## config.mk

```make
export PLATFORM = sky130hd
export DESIGN_NAME = enc_dec_stream
export DESIGN_NICKNAME = d
export VERILOG_FILES = /design/src/rtl/enc_dec_pkg.sv /design/src/rtl/mod_shift.sv /design/src/rtl/enc_dec_stream.sv
export SDC_FILE = /design/constraint.sdc
export NUM_CORES = 1
export LEC_CHECK = 0
export ABC_AREA = 1
export CAP_MARGIN = 15
export CORE_AREA = 4 4 85 71
export CTS_CLUSTER_SIZE = 40
export DETAILED_ROUTE_END_ITERATION = 8
export DIE_AREA = 0 0 89 75
export HOLD_SLACK_MARGIN = 0.03
export PLACE_DENSITY = 0.78
export SKIP_CTS_REPAIR_TIMING = 1
export SLEW_MARGIN = 0
export SYNTH_ARGS = -nofsm -noshare
export SYNTH_HDL_FRONTEND = slang
export SYNTH_SLANG_ARGS = --single-unit
```

## constraint.sdc

```tcl
create_clock -name CLK -period 2.87 [get_ports CLK]
set_clock_uncertainty 0.15 [all_clocks]
set_input_delay 0.287 -clock CLK [delete_from_list [all_inputs] [get_ports CLK]]
set_output_delay 0.287 -clock CLK [all_outputs]
set_load 0.02 [all_outputs]
```

## src/rtl/enc_dec_pkg.sv

```systemverilog
// Shared constants and types for the streaming shift cipher.
package enc_dec_pkg;

    localparam logic ENC = 1'b0;
    localparam logic DEC = 1'b1;

    typedef enum logic {
        IDLE = 1'b0,
        HOLD = 1'b1
    } state_t;

    localparam int DEF_DATA_W    = 8;
    localparam int DEF_MOD       = 128;
    localparam int DEF_KEY_DEPTH = 8;
    localparam int DEF_KEY_W     = 3;

endpackage

```

## src/rtl/mod_shift.sv

```systemverilog
// Reduce a beat mod MOD, then add (encrypt) or subtract (decrypt) a pre-reduced key.
// Latency: purely combinational.
// Backpressure: none; the caller owns the handshake.
module mod_shift
    import enc_dec_pkg::*;
#(
    parameter int DATA_W = DEF_DATA_W,
    parameter int MOD    = DEF_MOD
) (
    input  logic [DATA_W-1:0] a,
    input  logic [DATA_W-1:0] k,
    input  logic              mode,
    output logic [DATA_W-1:0] result
);

    // One spare bit so MOD == 2**DATA_W and a+k never overflow.
    localparam logic [DATA_W:0] MOD_W = (DATA_W+1)'(MOD);

    logic [DATA_W:0] a_w;
    logic [DATA_W:0] a_red;
    logic [DATA_W:0] k_w;
    logic [DATA_W:0] sum;

    always_comb begin
        a_w    = {1'b0, a};
        a_red  = a_w % MOD_W;
        k_w    = {1'b0, k};
        sum    = a_red + k_w;
        result = '0;
        if (mode == ENC) begin
            if (sum >= MOD_W) begin
                result = DATA_W'(sum - MOD_W);
            end else begin
                result = DATA_W'(sum);
            end
        end else begin
            if (a_red >= k_w) begin
                result = DATA_W'(a_red - k_w);
            end else begin
                result = DATA_W'(a_red + MOD_W - k_w);
            end
        end
    end

endmodule

```

## src/rtl/enc_dec_stream.sv

```systemverilog
// Streaming Vigenere-style cipher: each accepted beat shifted by key[key_idx] mod MOD.
// Latency: one cycle, registered output.
// Backpressure: in_ready = !out_valid || out_ready; result held while stalled.
module enc_dec_stream
    import enc_dec_pkg::*;
#(
    parameter int DATA_W    = DEF_DATA_W,
    parameter int MOD       = DEF_MOD,
    parameter int KEY_DEPTH = DEF_KEY_DEPTH,
    parameter int KEY_W     = DEF_KEY_W
) (
    input  logic                         CLK,
    input  logic                         RST,
    input  logic [DATA_W-1:0]            in_data,
    input  logic                         in_mode,
    input  logic                         in_last,
    input  logic                         in_valid,
    output logic                         in_ready,
    output logic [DATA_W-1:0]            out_data,
    output logic                         out_valid,
    input  logic                         out_ready,
    output logic                         out_last,
    input  logic                         key_wr,
    input  logic [$clog2(KEY_DEPTH)-1:0] key_addr,
    input  logic [KEY_W-1:0]             key_data,
    input  logic                         key_len_wr,
    input  logic [$clog2(KEY_DEPTH):0]   key_len,
    output logic [$clog2(KEY_DEPTH)-1:0] key_idx,
    output logic                         range_err
);

    localparam int AW = $clog2(KEY_DEPTH);
    localparam int LW = AW + 1;
    localparam logic [DATA_W:0] MOD_W   = (DATA_W+1)'(MOD);
    localparam logic [LW-1:0]   DEPTH_L = LW'(KEY_DEPTH);

    state_t            state;
    state_t            state_nxt;
    logic              accept;
    logic              addr_ok;
    logic [DATA_W-1:0] key_tab [KEY_DEPTH];
    logic [DATA_W-1:0] cur_key;
    logic [DATA_W-1:0] shift_res;
    logic [DATA_W:0]   key_wide;
    logic [DATA_W-1:0] key_red;
    logic [LW-1:0]     act_len;
    logic [LW-1:0]     len_sat;
    logic [LW-1:0]     idx_inc;
    logic [AW-1:0]     idx_nxt;

    assign out_valid = (state == HOLD);
    assign in_ready  = !out_valid || out_ready;
    assign accept    = in_valid && in_ready;
    assign cur_key   = key_tab[key_idx];

    mod_shift #(
        .DATA_W (DATA_W),
        .MOD    (MOD)
    ) u_shift (
        .a      (in_data),
        .k      (cur_key),
        .mode   (in_mode),
        .result (shift_res)
    );

    generate
        if ((1 << AW) == KEY_DEPTH) begin : g_addr_full
            assign addr_ok = 1'b1;
        end else begin : g_addr_chk
            assign addr_ok = ({1'b0, key_addr} < DEPTH_L);
        end
    endgenerate

    always_comb begin
        key_wide = (DATA_W+1)'(key_data);
        key_red  = DATA_W'(key_wide % MOD_W);
    end

    always_comb begin
        if (key_len == '0) begin
            len_sat = LW'(1);
        end else if (key_len > DEPTH_L) begin
            len_sat = DEPTH_L;
        end else begin
            len_sat = key_len;
        end
    end

    // Beat advance first, then a length write may pull the index back to 0.
    always_comb begin
        idx_inc = {1'b0, key_idx} + LW'(1);
        idx_nxt = key_idx;
        if (accept) begin
            if (in_last || (idx_inc >= act_len)) begin
                idx_nxt = '0;
            end else begin
                idx_nxt = AW'(idx_inc);
            end
        end
        if (key_len_wr && ({1'b0, idx_nxt} >= len_sat)) begin
            idx_nxt = '0;
        end
    end

    always_comb begin
        state_nxt = state;
        case (state)
            IDLE:    if (accept) state_nxt = HOLD;
            HOLD:    if (out_ready && !in_valid) state_nxt = IDLE;
            default: state_nxt = IDLE;
        endcase
    end

    always_ff @(posedge CLK) begin
        if (RST) begin
            state     <= IDLE;
            out_data  <= '0;
            out_last  <= 1'b0;
            range_err <= 1'b0;
        end else begin
            state <= state_nxt;
            if (accept) begin
                out_data <= shift_res;
                out_last <= in_last;
                if ({1'b0, in_data} >= MOD_W) begin
                    range_err <= 1'b1;
                end
            end
        end
    end

    // The read for an accepted beat happens before this edge's write lands.
    always_ff @(posedge CLK) begin
        if (RST) begin
            key_idx <= '0;
            act_len <= DEPTH_L;
            for (int i = 0; i < KEY_DEPTH; i++) begin
                key_tab[i] <= '0;
            end
        end else begin
            key_idx <= idx_nxt;
            if (key_len_wr) begin
                act_len <= len_sat;
            end
            if (key_wr && addr_ok) begin
                key_tab[key_addr] <= key_red;
            end
        end
    end

endmodule

```

==> impl_results.md, run 1 <==
* I/O pin cnt at 41
* Crit-path cells: ha_1, ha_1, inv_1, nor2_1, o21ai_0, nand4_1, nor2_1, nor2_1, ha_1, o21ai_1, a21boi_0, o21ai_1, nand2_1, nor2_1
* Dpl cell area at 0.00298 mm^2
* Crit Path Class: reg2reg
* Post-DRT Antenna Nets at 0
* Seq/Total Area, Yosys at 0.430
* Drt via density at 5.07
* Worst Setup Start Kind: flip-flop
* Worst EP required at 2.94 ns
* TritonCTS clock tree: built
* Total gr overflow at 0
* Post-Syn Area at 0.00251 mm^2
* Critical path's largest stage delay at 0.34 ns
* Rows at 24
* Setup Viol. Count Final at 0
* Fin nets at 424
* Inst Count DP at 440
* Bufs on Longest Clock Path at 2
* Sw Ratio at 0.279
* Die height at 75 um
* Area Growth Syn to Fin at 22.9%
* Antenna violations before repair at 0
* RSZ-0062 raised after global routing: no
* Final cycle utilization of the critical path at 0.914
* Worst Setup End Kind: flip-flop
* Final Hold Vio Count at 0
* Crit path max-delay family: adder cells
* Slew HR at 0.723
* # DRC at 0
* Root Driver: clkbuf_8
* Most frequent CP cell: nor2_1
* Largest net degree at the start of global routing at 19
* Status: completed
* Buf/Inv on CP at 1
* Vias in the first global route at 2,101
* Worst hold path type: reg2reg
* Least-Margin Pin Slew at 0.414 ns
* Dpl hpwl at 4.43 mm
* Ys Warns at 0
* Post-Layout Inst Area at 0.00309 mm^2
* # diodes at 0
* PD cells at 479 mW/mm^2
* Number of buffers created by CTS at 5
* H-tree depth at 2
* Syn_nets at 380
* Post-Layout Cell Count at 448
* Clock Power Share at 0.318
* NetSw at 413 uW
* Internal at 1070 uW
* First-pass GRT wire length at 9.20 mm
* Synth Area per Inst at 7.44 um^2
* Clock Sinks at 42
* Commonest non-fill, non-tap cell in the layout: nor2_1
* Slew Limit Fails at 0
* Initial Utilization at 0.479
* Placer Congestion at 0.859
* Setup TNS at 0 ns
* GRT Util Overall at 0.178
* Part of the power in registers at 0.468
* Core area at 0.00526 mm^2
* Leakage at 0.00145 uW
* DRT iter0 DRCs at 81
* Routed wire length at 5.72 mm
* Logic gate share of total power at 0.214
* Tmin final at 2.62 ns
* CP Data Arrival Time at 2.70 ns
* Crit-path slowest cell: dfxtp_2
* Most frequent cells in the layout: 81 x nor2_1, 62 x nand2_1, 50 x inv_1
* FF+latch count, synth at 42
* CP max FO at 3
* WL/cell at 12.8 um
* # port buffers at 40
* Later-pin clock latency in the skew report at 0.30 ns
* Die area at 0.00668 mm^2
* Share of cells above drive strength 1 at 0.0705
* Filler Cell Count at 465
* R2R Setup Slk at 0.25 ns
* Max Cap Viol at 0
* Clock transition at the registers of the reported paths at 0.08 ns
* Peak supply drop at 0.000305 V
* Die width at 89 um
* Mapped Cells at 338
* Fmax at 0.381 GHz
* Pre-Repair DR Iteration Count at 5
* Final core occ at 0.588
* Hold Slack at 0.302 ns
* Synth unique cells at 29
* Vias after detailed routing at 2,271
cell type report:
cell class	count	area [um^2]	area share
Clock buffer	5	68.8	0.0223
Clock inverter	3	43.8	0.0142
Inverter	54	203	0.0656
Multi-Input combinational cell	235	1180	0.382
Sequential cell	42	1080	0.351
Tap cell	65	81.3	0.0263
Timing Repair Buffer	44	430	0.139
final timing paths:
kind               from  cells after the start    endpoint
max          key_idx[0]                     14  key_idx[1]
min reg2reg   range_err                      2   range_err
min           range_err                      2   range_err
max reg2reg  key_idx[0]                     14  key_idx[1]
synthesized netlist by cell type, drive strengths merged:
cell type	count	area [um^2]
dfxtp	18	360
ha	14	175
nand3	18	90.1
xor2	1	8.76
a21boi	1	7.51
nand4	1	6.26
nor2	83	317
o22ai	5	31.3
edfxtp	24	721
o221ai	1	8.76
nand2	65	251
o211ai	1	7.51
a211oi	1	7.51
o21ai	29	156
buf	7	51.3
fa	2	40.0
a21oi	9	48.8
inv	54	203
o21bai	1	7.51
nor3	2	10.0
a31oi	1	6.26
worst reg2reg max path: cells and delay by family, from the launching register on:
kind / cells / cell delay [ns]
AND/OR/NAND/NOR: 6 / 0.62
buffers and inverters: 1 / 0.08
flip-flops: 1 / 0.34
adder cells (fa/ha/maj): 3 / 0.90
AO/OA/AOI/OAI: 4 / 0.46
cells by family (layout without fill, tap and decap cells):
| group | Yosys count | in the layout | share of synthesized area |
|---|---|---|---|
| AOI/OAI and AO/OA | 49 | 49 | 0.112 |
| xor gates and xnor gates | 1 | 1 | 0.00348 |
| adders and majority gates | 16 | 16 | 0.0856 |
| buffers and inverters | 61 | 106 | 0.101 |
| DFF | 42 | 42 | 0.430 |
| and+or+nand+nor | 169 | 169 | 0.268 |
per-stage QoR:
| step | power, uW | setup WS, ns |
|---|---|---|
| 3_3_place_gp | 1010 | 0.392 |
| 6_report | 1480 | 0.247 |
| 3_5_place_dp | 1020 | 0.280 |
| 2_1_floorplan | 903 | 0.244 |
| 4_1_cts | 1490 | 0.209 |
| 5_1_grt | 1560 | 0.00133 |
state kept, by name, indices dropped and copies added, names as in the netlist:
signal / flops
key_tab: 24
out_data: 8
out_valid: 1
key_idx: 3
out_last: 1
range_err: 1
act_len: 4
power by group through the flow:
stage               clock network (uW)  registers (uW)  logic (uW)
global route                       505             696         359
finish                             471             693         316
CTS                                478             692         317
floorplan                            0             718         185
global placement                     0             705         306
detailed placement                   0             706         315
per-layer routing:
metal / vias up / wire (um) / GRT usage
met1: 1037 / 2470 / 0.226
met2: 64 / 2790 / 0.314
met4: 0 / 54 / 0.0496
li1: 1164 / - / -
met5: - / 0 / 0
met3: 6 / 393 / 0.0328
Note: power is estimated with default switching activity, not from simulation.
==> inputs of run 2 (changes only) <==
--- a/config.mk
+++ b/config.mk
@@ -11,7 +11,9 @@
 export CTS_CLUSTER_SIZE = 40
 export DETAILED_ROUTE_END_ITERATION = 8
 export DIE_AREA = 0 0 89 75
+export GPL_TIMING_DRIVEN = 0
 export HOLD_SLACK_MARGIN = 0.03
+export MAX_ROUTING_LAYER = met4
 export PLACE_DENSITY = 0.78
 export SKIP_CTS_REPAIR_TIMING = 1
 export SLEW_MARGIN = 0
==> run 2 against run 1 <==
Global-route usage up 0.56 points. Routed wire length fell by 3.1%. Combinational power increased by 2%. Critical endpoint unchanged. Largest cell class unchanged. Largest power group unchanged. Highest routed layer unchanged.
==> impl_results.md, run 2 (synthesized netlist as in run 1, its figures left out) <==
* Status: completed (unchanged)
* Setup Viol. Count Final at 0 (unchanged)
* Slew Limit Fails at 0 (unchanged)
* Core area at 0.00526 mm^2 (unchanged)
* CP Data Arrival Time at 2.74 ns (was 2.70 ns)
* Final cycle utilization of the critical path at 0.929 (was 0.914)
* Tmin final at 2.67 ns (was 2.62 ns)
* Crit Path Class: reg2reg (unchanged)
* # port buffers at 39 (was 40)
* Pre-Repair DR Iteration Count at 4 (was 5)
* First-pass GRT wire length at 9.07 mm (was 9.20 mm)
* Post-Layout Cell Count at 451 (was 448)
* Most frequent cells in the layout: 81 x nor2_1, 62 x nand2_1, 50 x inv_1 (unchanged)
* Bufs on Longest Clock Path at 2 (unchanged)
* Max reg flops at 24 (unchanged)
* Slew HR at 0.780 (was 0.723)
* WL/cell at 12.3 um (was 12.8 um)
* Total gr overflow at 0 (unchanged)
* Initial Utilization at 0.479 (unchanged)
* Fin nets at 427 (was 424)
* Share of cells above drive strength 1 at 0.0855 (was 0.0705)
* CP startpoint: key_idx[2] (was key_idx[0])
* Worst EP required at 2.94 ns (about the same)
* CP max FO at 8 (was 3)
* PD cells at 450 mW/mm^2 (was 479 mW/mm^2)
* Max Cap Viol at 0 (unchanged)
* Area Growth Syn to Fin at 23.9% (was 22.9%)
* Later-pin clock latency in the skew report at 0.30 ns (about the same)
* Inst Count DP at 442 (was 440)
* DRT iter0 DRCs at 118 (was 81)
* Worst R2R Start: key_idx[2] (was key_idx[0])
* Final core occ at 0.593 (was 0.588)
* Leakage at 0.00146 uW (was 0.00145 uW)
* Placer Congestion at 0.897 (was 0.859)
* Hold Startpoint: RST (was range_err)
* Root Driver: clkbuf_8 (unchanged)
* TritonCTS clock tree: built (unchanged)
* Clock transition at the registers of the reported paths at 0.08 ns (about the same)
* Largest Register: key_tab (unchanged)
* Number of buffers created by CTS at 5 (unchanged)
* Largest net degree at the start of global routing at 16 (was 19)
* Hold Slack at 0.136 ns (was 0.302 ns)
* Routed wire length at 5.54 mm (was 5.72 mm)
* Rows at 24 (unchanged)
* Die area at 0.00668 mm^2 (unchanged)
* GRT met2 Usage at 0.305 (was 0.314)
* GR Util met1 at 0.220 (was 0.226)
* Final Hold Vio Count at 0 (unchanged)
* I/O pin cnt at 41 (unchanged)
* Met3 Resource Use GR at 0.0306 (was 0.0328)
* Most Crowded Layer GR: met2 (unchanged)
* # diodes at 0 (unchanged)
* Peak supply drop at 0.000275 V (was 0.000305 V)
* GRT Util Overall at 0.184 (was 0.178)
* Antenna violations before repair at 0 (unchanged)
* Design Power at 1400 uW (was 1480 uW)
* Vias in the first global route at 2,089 (was 2,101)
* Die height at 75 um (unchanged)
* Worst Setup Start Kind: flip-flop (unchanged)
* Fmax at 0.375 GHz (was 0.381 GHz)
* Least-Margin Pin Slew at 0.330 ns (was 0.414 ns)
* Drt via density at 5.01 (was 5.07)
* Dpl hpwl at 4.37 mm (was 4.43 mm)
* Die width at 89 um (unchanged)
* Clock Sinks at 42 (unchanged)
* # DRC at 0 (unchanged)
* Commonest non-fill, non-tap cell in the layout: nor2_1 (unchanged)
* Worst Setup End Kind: flip-flop (unchanged)
* Worst hold path type: in2reg (was reg2reg)
* H-tree depth at 2 (unchanged)
* Top Registers: key_tab x24, out_data x8, act_len x4 (unchanged)
* Post-DRT Antenna Nets at 0 (unchanged)
* Vias after detailed routing at 2,261 (was 2,271)
run 2: cell count changes in the layout (fill, tap and decap cells not counted), sizes merged:
cell / delta
buf: +4
bufinv: -1
clkdlybuf4s50: -1
clkinv: -1
clkinvlp: +2
run 2: area by class of cell:
type	count	area, um^2
Clock buffer	5	68.8
Buffer	7	55.1
Clock inverter	3	23.8
Sequential cell	42	1090
Tap cell	65	81.3
Inverter	54	203
Multi-Input combinational cell	235	1200
Timing Repair Buffer	40	398
Fill cell	470	2140
run 2: critical path, cell delays in order (launching register included):
cell      delay [ns]
dfxtp_1         0.41
inv_1           0.20
nor3_4          0.17
ha_1            0.26
nand2_1         0.07
inv_1           0.04
o21ai_1         0.08
nand4_1         0.15
nor2_1          0.15
nor2_1          0.08
ha_1            0.28
o21ai_1         0.12
a21boi_0        0.09
o21ai_1         0.14
nand2_1         0.10
nor2_1          0.11
run 2: metrics by stage:
step | cell area (um^2) | setup TNS [ns] | setup WS (ns)
final | 3120 | 0 | 0.203
after floorplan | 2510 | 0 | 0.244
after global placement | 2990 | 0 | 0.109
after global routing | 3120 | -0.0937 | -0.0340
after detailed placement | 2990 | 0 | 0.00691
after CTS | 3080 | -0.0802 | -0.0446
run 2: final timing paths:
check             cells after the start          to  slack (ns)
setup / recovery                     15  key_idx[1]        0.20
hold / removal                        2  act_len[1]        0.14
setup reg to reg                     15  key_idx[1]        0.20
hold reg to reg                       2   range_err        0.31
run 2: power by group:
part / switching [uW] / internal (uW)
logic: 186 / 137
registers: 18.6 / 673
clock network: 214 / 174
run 2: layer usage:
layer	routed length, um	vias up
li1	-	1174
met1	2420	1011
met2	2650	60
met3	309	16
met4	159	0
met5	0	-
